$ cat config.mk
export PLATFORM = sky130hd
export DESIGN_NAME = rom_ddr_port
export DESIGN_NICKNAME = d
export VERILOG_FILES = /design/src/rtl/rom_ddr_port.sv
export SDC_FILE = /design/constraint.sdc
export NUM_CORES = 1
export LEC_CHECK = 0
export CORE_UTILIZATION = 39
export CTS_BUF_LIST = sky130_fd_sc_hd__clkbuf_2 sky130_fd_sc_hd__clkbuf_4 sky130_fd_sc_hd__clkbuf_8
export DETAILED_ROUTE_END_ITERATION = 12
export GPL_TIMING_DRIVEN = 0
export PLACE_DENSITY = 0.69
export SLEW_MARGIN = 20
export SYNTH_ARGS = -nofsm -noshare
export SYNTH_HDL_FRONTEND = slang
export SYNTH_SLANG_ARGS = --single-unit
$ cat constraint.sdc
create_clock -name clk_sys -period 5.34 [get_ports clk_sys]
set_input_delay 0.534 -clock clk_sys [delete_from_list [all_inputs] [get_ports clk_sys]]
set_output_delay 0.534 -clock clk_sys [all_outputs]
set_load 0.005 [all_outputs]
$ cat src/rtl/rom_ddr_port.sv
// rtl/rom_ddr_port.sv - toggle-handshake cartridge ROM port onto a 64-bit DDR3 Avalon master
// One cached 64-bit line serves reads; writes go straight to DDR and invalidate a matching line.
module rom_ddr_port #(
  parameter logic [28:0] ADDR_BASE = 29'h6000000
) (
  input  logic        clk_sys,
  input  logic        reset,

  input  logic [24:0] wraddr,
  input  logic [15:0] din,
  input  logic        we_req,
  output logic        we_ack,

  input  logic [23:0] rdaddr,
  output logic [15:0] dout,
  input  logic        rd_req,
  output logic        rd_ack,

  input  logic        DDRAM_BUSY,
  output logic [7:0]  DDRAM_BURSTCNT,
  output logic [28:0] DDRAM_ADDR,
  input  logic [63:0] DDRAM_DOUT,
  input  logic        DDRAM_DOUT_READY,
  output logic        DDRAM_RD,
  output logic [63:0] DDRAM_DIN,
  output logic [7:0]  DDRAM_BE,
  output logic        DDRAM_WE
);

  typedef enum logic [2:0] {IDLE, WR, RD, RDWAIT, DRAIN} state_t;

  state_t      state, state_nx;
  logic [63:0] line;
  logic [21:0] tag;
  logic        valid;
  logic        we_pend, rd_pend, hit;
  logic        drain_on_reset;
  logic        unused_wraddr0;

  assign we_pend        = we_req != we_ack;
  assign rd_pend        = rd_req != rd_ack;
  assign hit            = valid && (tag == rdaddr[23:2]);
  assign DDRAM_BURSTCNT = 8'd1;
  assign unused_wraddr0 = wraddr[0];

  // A read beat already accepted by DDR must still be swallowed after reset.
  assign drain_on_reset = (state == RD && !DDRAM_BUSY) ||
                          ((state == RDWAIT || state == DRAIN) && !DDRAM_DOUT_READY);

  always_ff @(posedge clk_sys) begin
    if (reset) state <= drain_on_reset ? DRAIN : IDLE;
    else       state <= state_nx;
  end

  always_comb begin
    state_nx = state;
    case (state)
      IDLE:    if (we_pend) state_nx = WR;
               else if (rd_pend && !hit) state_nx = RD;
      WR:      if (!DDRAM_BUSY) state_nx = IDLE;
      RD:      if (!DDRAM_BUSY) state_nx = RDWAIT;
      RDWAIT:  if (DDRAM_DOUT_READY) state_nx = IDLE;
      DRAIN:   if (DDRAM_DOUT_READY) state_nx = IDLE;
      default: state_nx = IDLE;
    endcase
  end

  always_ff @(posedge clk_sys) begin
    if (reset) begin
      DDRAM_RD   <= 1'b0;
      DDRAM_WE   <= 1'b0;
      DDRAM_BE   <= 8'd0;
      DDRAM_DIN  <= 64'd0;
      DDRAM_ADDR <= ADDR_BASE;
      dout       <= 16'd0;
      we_ack     <= 1'b0;
      rd_ack     <= 1'b0;
      valid      <= 1'b0;
      line       <= 64'd0;
      tag        <= 22'd0;
    end else begin
      case (state)
        IDLE: begin
          if (we_pend) begin
            DDRAM_ADDR <= ADDR_BASE + {7'd0, wraddr[24:3]};
            DDRAM_DIN  <= {4{din}};
            DDRAM_BE   <= 8'b11 << {wraddr[2:1], 1'b0};
            DDRAM_WE   <= 1'b1;
            if (tag == wraddr[24:3]) valid <= 1'b0;
          end else if (rd_pend) begin
            if (hit) begin
              dout   <= line[{rdaddr[1:0], 4'd0} +: 16];
              rd_ack <= rd_req;
            end else begin
              DDRAM_ADDR <= ADDR_BASE + {7'd0, rdaddr[23:2]};
              DDRAM_RD   <= 1'b1;
            end
          end
        end
        WR: if (!DDRAM_BUSY) begin
          DDRAM_WE <= 1'b0;
          we_ack   <= we_req;
        end
        RD: if (!DDRAM_BUSY) DDRAM_RD <= 1'b0;
        RDWAIT: if (DDRAM_DOUT_READY) begin
          line   <= DDRAM_DOUT;
          tag    <= rdaddr[23:2];
          valid  <= 1'b1;
          dout   <= DDRAM_DOUT[{rdaddr[1:0], 4'd0} +: 16];
          rd_ack <= rd_req;
        end
        default: ;
      endcase
    end
  end

endmodule
==> key figures, run 1 <==
Clock tree
  – Clock Root Buffer: clkbuf_8
  – Later-pin clock latency in the skew report: 0.46 ns
  – Cts bufs inserted: 17
  – CTS tree: done
  – CTS sink count: 152
  – H-tree depth: 4
  – CTS Buffer Depth: 2
  – Clk slew on worst S/H paths: around 0.080 ns
  – Hold-fix buffers at CTS: 0
  – Post-CTS Setup Bufs: 0
  – Post_cts resized: 0

STA
  – Skew final: 0.0125 ns
  – Worst hold slack: 0.456 ns
  – Final setup fails: 0
  – Setup_tns: 0 ns
  – Crit path time final: 2.63 ns
  – Max Clock Freq: ~380 MHz
  – Worst-margin pin slew: 0.805 ns
  – Slew margin rel.: 0.461
  – RSZ-0062 raised after global routing: no
  – Slew Viols, Final: 0
  – Final-report hold violation count: 0
  – Final Cycle Share: 0.493

Critical path
  – Crit. End Element: flip-flop
  – Slowest stage cell, crit path: nor4_1
  – CP cell instances: clkdlybuf4s50_1, xor2_1, nor4_1, nand3_1, o21ai_1, buf_2, mux2_2
  – Largest fanout on the critical path: 10
  – RR Startpoint: state[2]$_SDFFCE_PN0P_
  – R2R depth: 8
  – R2R Setup Slk: 2.74 ns
  – Crit-path max cell delay: 0.58 ns
  – WS Path Type: input pin to flip-flop
  – Top delay family on crit path: buffers and inverters
  – Reg-to-Reg End: dout[5]$_SDFFE_PP0P_
  – Worst endpoint required time: 5.68 ns
  – Data arrival, critical path: 2.98 ns
  – Crit path buffers/inverters: 2
  – Worst setup SP type: input pin

Routing
  – Post-DR vias/cell: 4.91
  – Vias: 7258
  – Total wire length: 24.7 mm
  – Initial detailed-routing violation count: 438
  – DR DRC count: 0
  – 1st-pass router iterations: 5
  – Wirelength per Cell: 16.7 um
  – Post-route ant nets: 0

Die
  – Die height: between 100 and 150 um
  – I/O Pins: 264
  – Row Count: 51
  – Initial Util: 0.403
  – Core Area: 0.0197 mm2
  – Die Wd: 144 um
  – Die area: 0.0209 mm2

Place
  – Placed Instance Area: 0.0107 mm2
  – Post-DP HPWL: 19.2 mm
  – Placed Cells: 1446
  – Placer Congestion: 0.841
  – Buffers added on ports: 245

Final layout
  – Final nets: 1335
  – Layout area overhead: 40.9%
  – Ratio of cells with drive above 1 in the final layout: 0.150
  – Core Util, Final: 0.567
  – Fillers: 1850
  – Register area: about 0.003 mm2
  – Non-Filler Instances: 1479
  – Design Area, Final: 0.0112 mm2
  – Multi-input gate area: 0.00411 mm2

Global routing
  – First-pass GRT wire length: 36.5 mm
  – Vias in the first global route: around 6700
  – Total gr overflow: 0
  – Initial antenna violation count: 1
  – Total GRT Usage: 0.236
  – Largest net degree at the start of global routing: 17
  – Met1 Track Usage GR: 0.284
  – Met2 Usage GRT: 0.409
  – Met3 GRT Util: 0.0523
  – Busiest grt layer: met2

Min path
  – Hold Crit Depth: 2
  – Hold Startpoint: line[29]$_SDFFE_PP0P_
  – Type of the worst min-delay path: flip-flop to flip-flop
  – Hold EP: line[29]$_SDFFE_PP0P_

Logic synthesis
  – Synth top cells by count: nand2_1, dfxtp_1, a21oi_1
  – Yosys top cell by area: dfxtp_1
  – #FFs+latches synth: 152
  – Yosys cell types: 37
  – Register area share after synthesis: 0.388
  – Synth top area share: 0.377
  – Syn avg cell area: 8.57 um2
  – Post-synthesis cell count: 923
  – Async SR Flop Fraction: 0
  – Count leader, synth: nand2_1
  – Ys Warns: 0
  – Post-Syn Area: 0.00791 mm2
  – Ys flop type: dfxtp_1
  – EDFF count, synth: 3
  – Largest cells by area after synthesis: dfxtp_1, nand2_1, mux4_2, a21oi_1, buf_4

Power and ir drop
  – Leakage power: 4.22 nW
  – IR drop worst, VDD: about 160 uV
  – Power Density: 331 mW/mm2

Job
  – Max-cap violations: 0

Run status
  – Status: finished clean
[layout by cell type, fill, tap and decap left out, types with 2 or more instances in the layout]
cell | netlist | final
a21oi_1 | 135 | 135
and2_1 | 2 | 2
buf_1 | 8 | 8
buf_2 | 9 | 9
buf_4 | 69 | 69
buf_6 | 2 | 2
bufinv_16 | 0 | 2
clkbuf_1 | 43 | 43
clkbuf_8 | 0 | 18
clkdlybuf4s50_1 | 0 | 245
clkinv_4 | 0 | 4
clkinvlp_4 | 0 | 4
conb_1 | 2 | 15
dfxtp_1 | 149 | 149
edfxtp_1 | 3 | 3
inv_6 | 0 | 2
mux2_1 | 3 | 3
mux2_2 | 27 | 27
mux2_4 | 9 | 9
mux2i_1 | 18 | 18
mux4_2 | 32 | 32
nand2_1 | 254 | 254
nand2b_1 | 4 | 4
nand3_1 | 5 | 5
nand3b_1 | 4 | 4
nand4_1 | 5 | 5
nor2_1 | 29 | 29
nor2b_1 | 39 | 39
nor3_1 | 3 | 3
nor4_1 | 9 | 9
o21ai_0 | 3 | 3
xnor2_1 | 17 | 17
xor2_1 | 30 | 30
[area by class of cell]
class / instances / share of cell area
multi-input combinational: 653 / 0.369
buffer: 131 / 0.0697
tap: 265 / 0.0297
clock inverter: 13 / 0.0132
antenna: 1 / 0.000224
sequential: 152 / 0.276
timing repair buffer: 245 / 0.220
clock buffer: 19 / 0.0229
[kinds of logic (layout without fill, tap and decap cells)]
kind of cell    after synthesis  after routing  share of synthesized area
compound gates              144            144                     0.0931
xor+xnor                     47             47                     0.0520
buf+inv                     131            408                     0.0982
flops                       152            152                      0.388
mux                          89             89                      0.174
other cells                   2             16                   0.000949
simple gates                358            358                      0.194
[metal layers]
layer / part of all wire / routed length [um]
met1: 0.41 / 10200
met5: 0 / 0
met2: 0.50 / 12300
met4: 0.019 / 481
met3: 0.070 / 1740
[worst max path at each step]
stage / to / start / slack, ns / cells after the start
floorplan: dout[0]$_SDFFE_PP0P_ / rdaddr[14] / 3.10 / 7
global placement: DDRAM_ADDR[13]$_SDFFE_PP0P_ / rdaddr[11] / 2.25 / 7
detailed placement: DDRAM_ADDR[12]$_SDFFE_PP0P_ / rdaddr[11] / 2.24 / 7
CTS: DDRAM_ADDR[1]$_SDFFE_PP0P_ / rdaddr[11] / 2.72 / 7
global route: DDRAM_ADDR[15]$_SDFFE_PP0P_ / rdaddr[8] / 2.53 / 7
finish: DDRAM_ADDR[17]$_SDFFE_PP0P_ / rdaddr[8] / 2.71 / 7
[metrics by stage]
step	setup WS, ns	power (mW)
final	2.71	3.69
after global routing	2.53	3.89
after CTS	2.72	3.71
after detailed placement	2.24	2.81
after global placement	2.25	2.79
after floorplan	3.10	2.16
[sequential cells by signal, summed over array words and instances (netlist names)]
| register | cells |
|---|---|
| DDRAM_WE | 1 |
| rd_ack | 1 |
| we_ack | 1 |
| state | 3 |
| valid | 1 |
| DDRAM_RD | 1 |
| dout | 16 |
| DDRAM_BE | 4 |
| DDRAM_ADDR | 22 |
| tag | 22 |
| DDRAM_DIN | 16 |
| line | 64 |
[where the power goes]
group,switching [mW],leakage [nW],internal (mW)
logic,0.619,2.79,0.785
registers,0.103,1.24,1.28
clock network,0.466,0.192,0.437
total,1.19,4.22,2.50
[worst reg2reg max path, stage by stage, from the launching register on]
cell and delay [ns]:
edfxtp_1 0.35, buf_2 0.18, and3b_1 0.22, buf_2 0.24
buf_2 0.37, mux4_2 0.56, mux2i_1 0.21, nor2_1 0.07
mux2_4 0.29
No activity file was read; power rests on OpenSTA's default activity.
==> inputs of run 2 (changes only) <==
- PLACE_DENSITY: 0.69 -> 0.72
- clock period: 5.34 -> 2.1 ns (I/O delays scaled with it)
==> key figures, run 2 (synthesized netlist as in run 1, its figures left out) <==
Routing
  – Vias: 7433 (was 7258)
  – 1st-pass router iterations: 5 (unchanged)
  – Total wire length: 25.4 mm (was 24.7 mm)
  – DR DRC count: 0 (unchanged)
  – Post-DR vias/cell: 4.99 (was 4.91)
  – Wirelength per Cell: 17.0 um (was 16.7 um)
  – Post-route ant nets: 0 (unchanged)
  – Initial detailed-routing violation count: 413 (was 438)

Final layout
  – Top flop regs: line x64, DDRAM_ADDR x22, tag x22 (unchanged)
  – Core Util, Final: 0.592 (was 0.567)
  – Layout area overhead: 47.1% (was 40.9%)
  – Ant diodes: 0 (was 1)
  – Ratio of cells with drive above 1 in the final layout: 0.195 (was 0.150)
  – Top reg by flops: line (unchanged)
  – Most frequent cells in the layout: nand2_1, clkdlybuf4s50_1, dfxtp_1, a21oi_1, buf_4 (unchanged)
  – Commonest non-fill, non-tap cell in the layout: nand2_1 (unchanged)
  – Fillers: 1782 (was 1850)
  – Number of flip-flops in the largest register: 64 (unchanged)
  – Final nets: 1348 (was 1335)

Critical path
  – Worst setup SP type: flip-flop (was input pin)
  – Largest fanout on the critical path: 7 (was 10)
  – RR Startpoint: tag[14]$_SDFFE_PP0P_ (was state[2]$_SDFFCE_PN0P_)
  – Slowest stage cell, crit path: or4_4 (was nor4_1)
  – Launch point of the critical path: tag[14]$_SDFFE_PP0P_ (was rdaddr[8])
  – Crit. End Element: flip-flop (unchanged)
  – CP cell instances: xnor2_1, nand4_1, or4_4, a211o_1, buf_6, clkbuf_16, mux2_4 (was clkdlybuf4s50_1, xor2_1, nor4_1, nand3_1, o21ai_1, buf_2, mux2_2)
  – Worst endpoint required time: 2.47 ns (was 5.68 ns)
  – WS Path Type: flip-flop to flip-flop (was input pin to flip-flop)
  – Data arrival, critical path: 2.64 ns (was 2.98 ns)
  – Crit-path max cell delay: 0.57 ns (was 0.58 ns)

Die
  – Row Count: 51 (unchanged)
  – Die area: 0.0209 mm2 (unchanged)
  – Initial Util: 0.403 (unchanged)
  – Die height: 144 um (unchanged)
  – Core Area: 0.0197 mm2 (unchanged)
  – Die Wd: 144 um (unchanged)
  – I/O Pins: 264 (unchanged)

Min path
  – Hold Startpoint: reset (was line[29]$_SDFFE_PP0P_)
  – Type of the worst min-delay path: input pin to flip-flop (was flip-flop to flip-flop)

STA
  – Slew Viols, Final: 0 (unchanged)
  – Skew final: 0.0104 ns (was 0.0125 ns)
  – Final Cycle Share: 1.08
  – RSZ-0062 raised after global routing: yes (was no)
  – Max Clock Freq: 440 MHz
  – Final-report hold violation count: 0 (unchanged)
  – Final setup fails: 38 (was 0)
  – Setup_tns: -4.60 ns (was 0 ns)
  – Slew margin rel.: 0.480 (was 0.461)
  – Worst hold slack: 0.259 ns (was 0.456 ns)
  – Worst-margin pin slew: 0.780 ns (was 0.805 ns)
  – Final worst slack: -0.170 ns (was 2.71 ns)
  – Crit path time final: about 2.3 ns

Global routing
  – First-pass GRT wire length: 37.3 mm (was 36.5 mm)
  – Largest net degree at the start of global routing: 17 (unchanged)
  – Total gr overflow: 0 (unchanged)
  – Initial antenna violation count: 1 (unchanged)
  – Total GRT Usage: 0.242 (was 0.236)
  – Vias in the first global route: 7007 (was 6746)

Clock tree
  – CTS sink count: 152 (unchanged)
  – Cts bufs inserted: 17 (unchanged)
  – Clk slew on worst S/H paths: 0.08 ns (about the same)
  – H-tree depth: 4 (unchanged)
  – Later-pin clock latency in the skew report: 0.48 ns (was 0.46 ns)
  – CTS Buffer Depth: 2 (unchanged)
  – Clock Root Buffer: clkbuf_8 (unchanged)
  – CTS tree: done (unchanged)

Run status
  – Status: finished, violations left (was finished clean)
  – Failing checks: negative setup slack

Job
  – Max-cap violations: 0 (unchanged)

Place
  – Post-DP HPWL: 19.2 mm (about the same)
  – Placer Congestion: 0.855 (was 0.841)
  – Buffers added on ports: 245 (unchanged)
  – DP Worst Slack: -0.719 ns (was 2.24 ns)

Power and ir drop
  – Leakage power: 4.49 nW (was 4.22 nW)
  – Power Density: 853 mW/mm2 (was 331 mW/mm2)
  – IR drop worst, VDD: 422 uV (was 157 uV)
## run 2: cell count changes in the layout (fill, tap and decap cells not counted), sizes merged
cell      before  now
clkinv         5    2
bufinv         2    3
inv            2    1
diode          1    0
clkinvlp       4    5
buf           88  102
## run 2: routing by layer
metal	track usage	wire [um]
met1	0.282	10200
met2	0.417	12400
met3	0.0692	2250
met4	0.0931	597
met5	0	0
## run 2: path summary, 6_finish.rpt
check             cells after the start  slack (ns)                          to
hold reg to reg                       2        0.45       line[39]$_SDFFE_PP0P_
hold / removal                        3        0.26  DDRAM_ADDR[6]$_SDFFE_PP0P_
setup / recovery                      7       -0.17        dout[6]$_SDFFE_PP0P_
setup reg to reg                      7       -0.17        dout[6]$_SDFFE_PP0P_
## run 2: worst max-delay path, delay by kind of cell (launching register included)
family	cells	cell delay (ns)
AO/OA/AOI/OAI	1	0.32
flip-flops	1	0.34
buffers and inverters	2	0.31
AND/OR/NAND/NOR	2	0.70
multiplexers	1	0.28
XOR/XNOR	1	0.20
## run 2: per-stage QoR
| stage | power [mW] | cell area [um2] | std cells |
|---|---|---|---|
| finish | 9.93 | 11600 | 1490 |
| global route | 10.4 | 11600 | 1490 |
| CTS | 9.78 | 11400 | 1484 |
| detailed placement | 7.17 | 10800 | 1446 |
| global placement | 7.09 | 10800 | 1446 |
| floorplan | 5.52 | 7980 | 936 |
## run 2: where the power goes
part / leakage, nW / internal (mW) / switching, mW
combinational: 3.06 / 2.32 / 1.71
sequential: 1.25 / 3.25 / 0.261
clock: 0.192 / 1.21 / 1.18
## run 2: repair_timing
item                       4_1_cts  5_1_grt
cloned                           2        1
pin swaps                        7        9
buffers inserted                 6        7
resized for setup               40       66
setup endpoints to repair      104      132
hold buffers                     0        0
## run 2: area by class of cell
class                           instances  area (um2)  area share
Sequential cell                       152        3090       0.265
Clock inverter                         11         150      0.0129
Timing Repair Buffer                  260        2630       0.226
Multi-Input combinational cell        653        4310       0.370
Clock buffer                           20         256      0.0220
Tap cell                              265         332      0.0285
Buffer                                129         880      0.0755
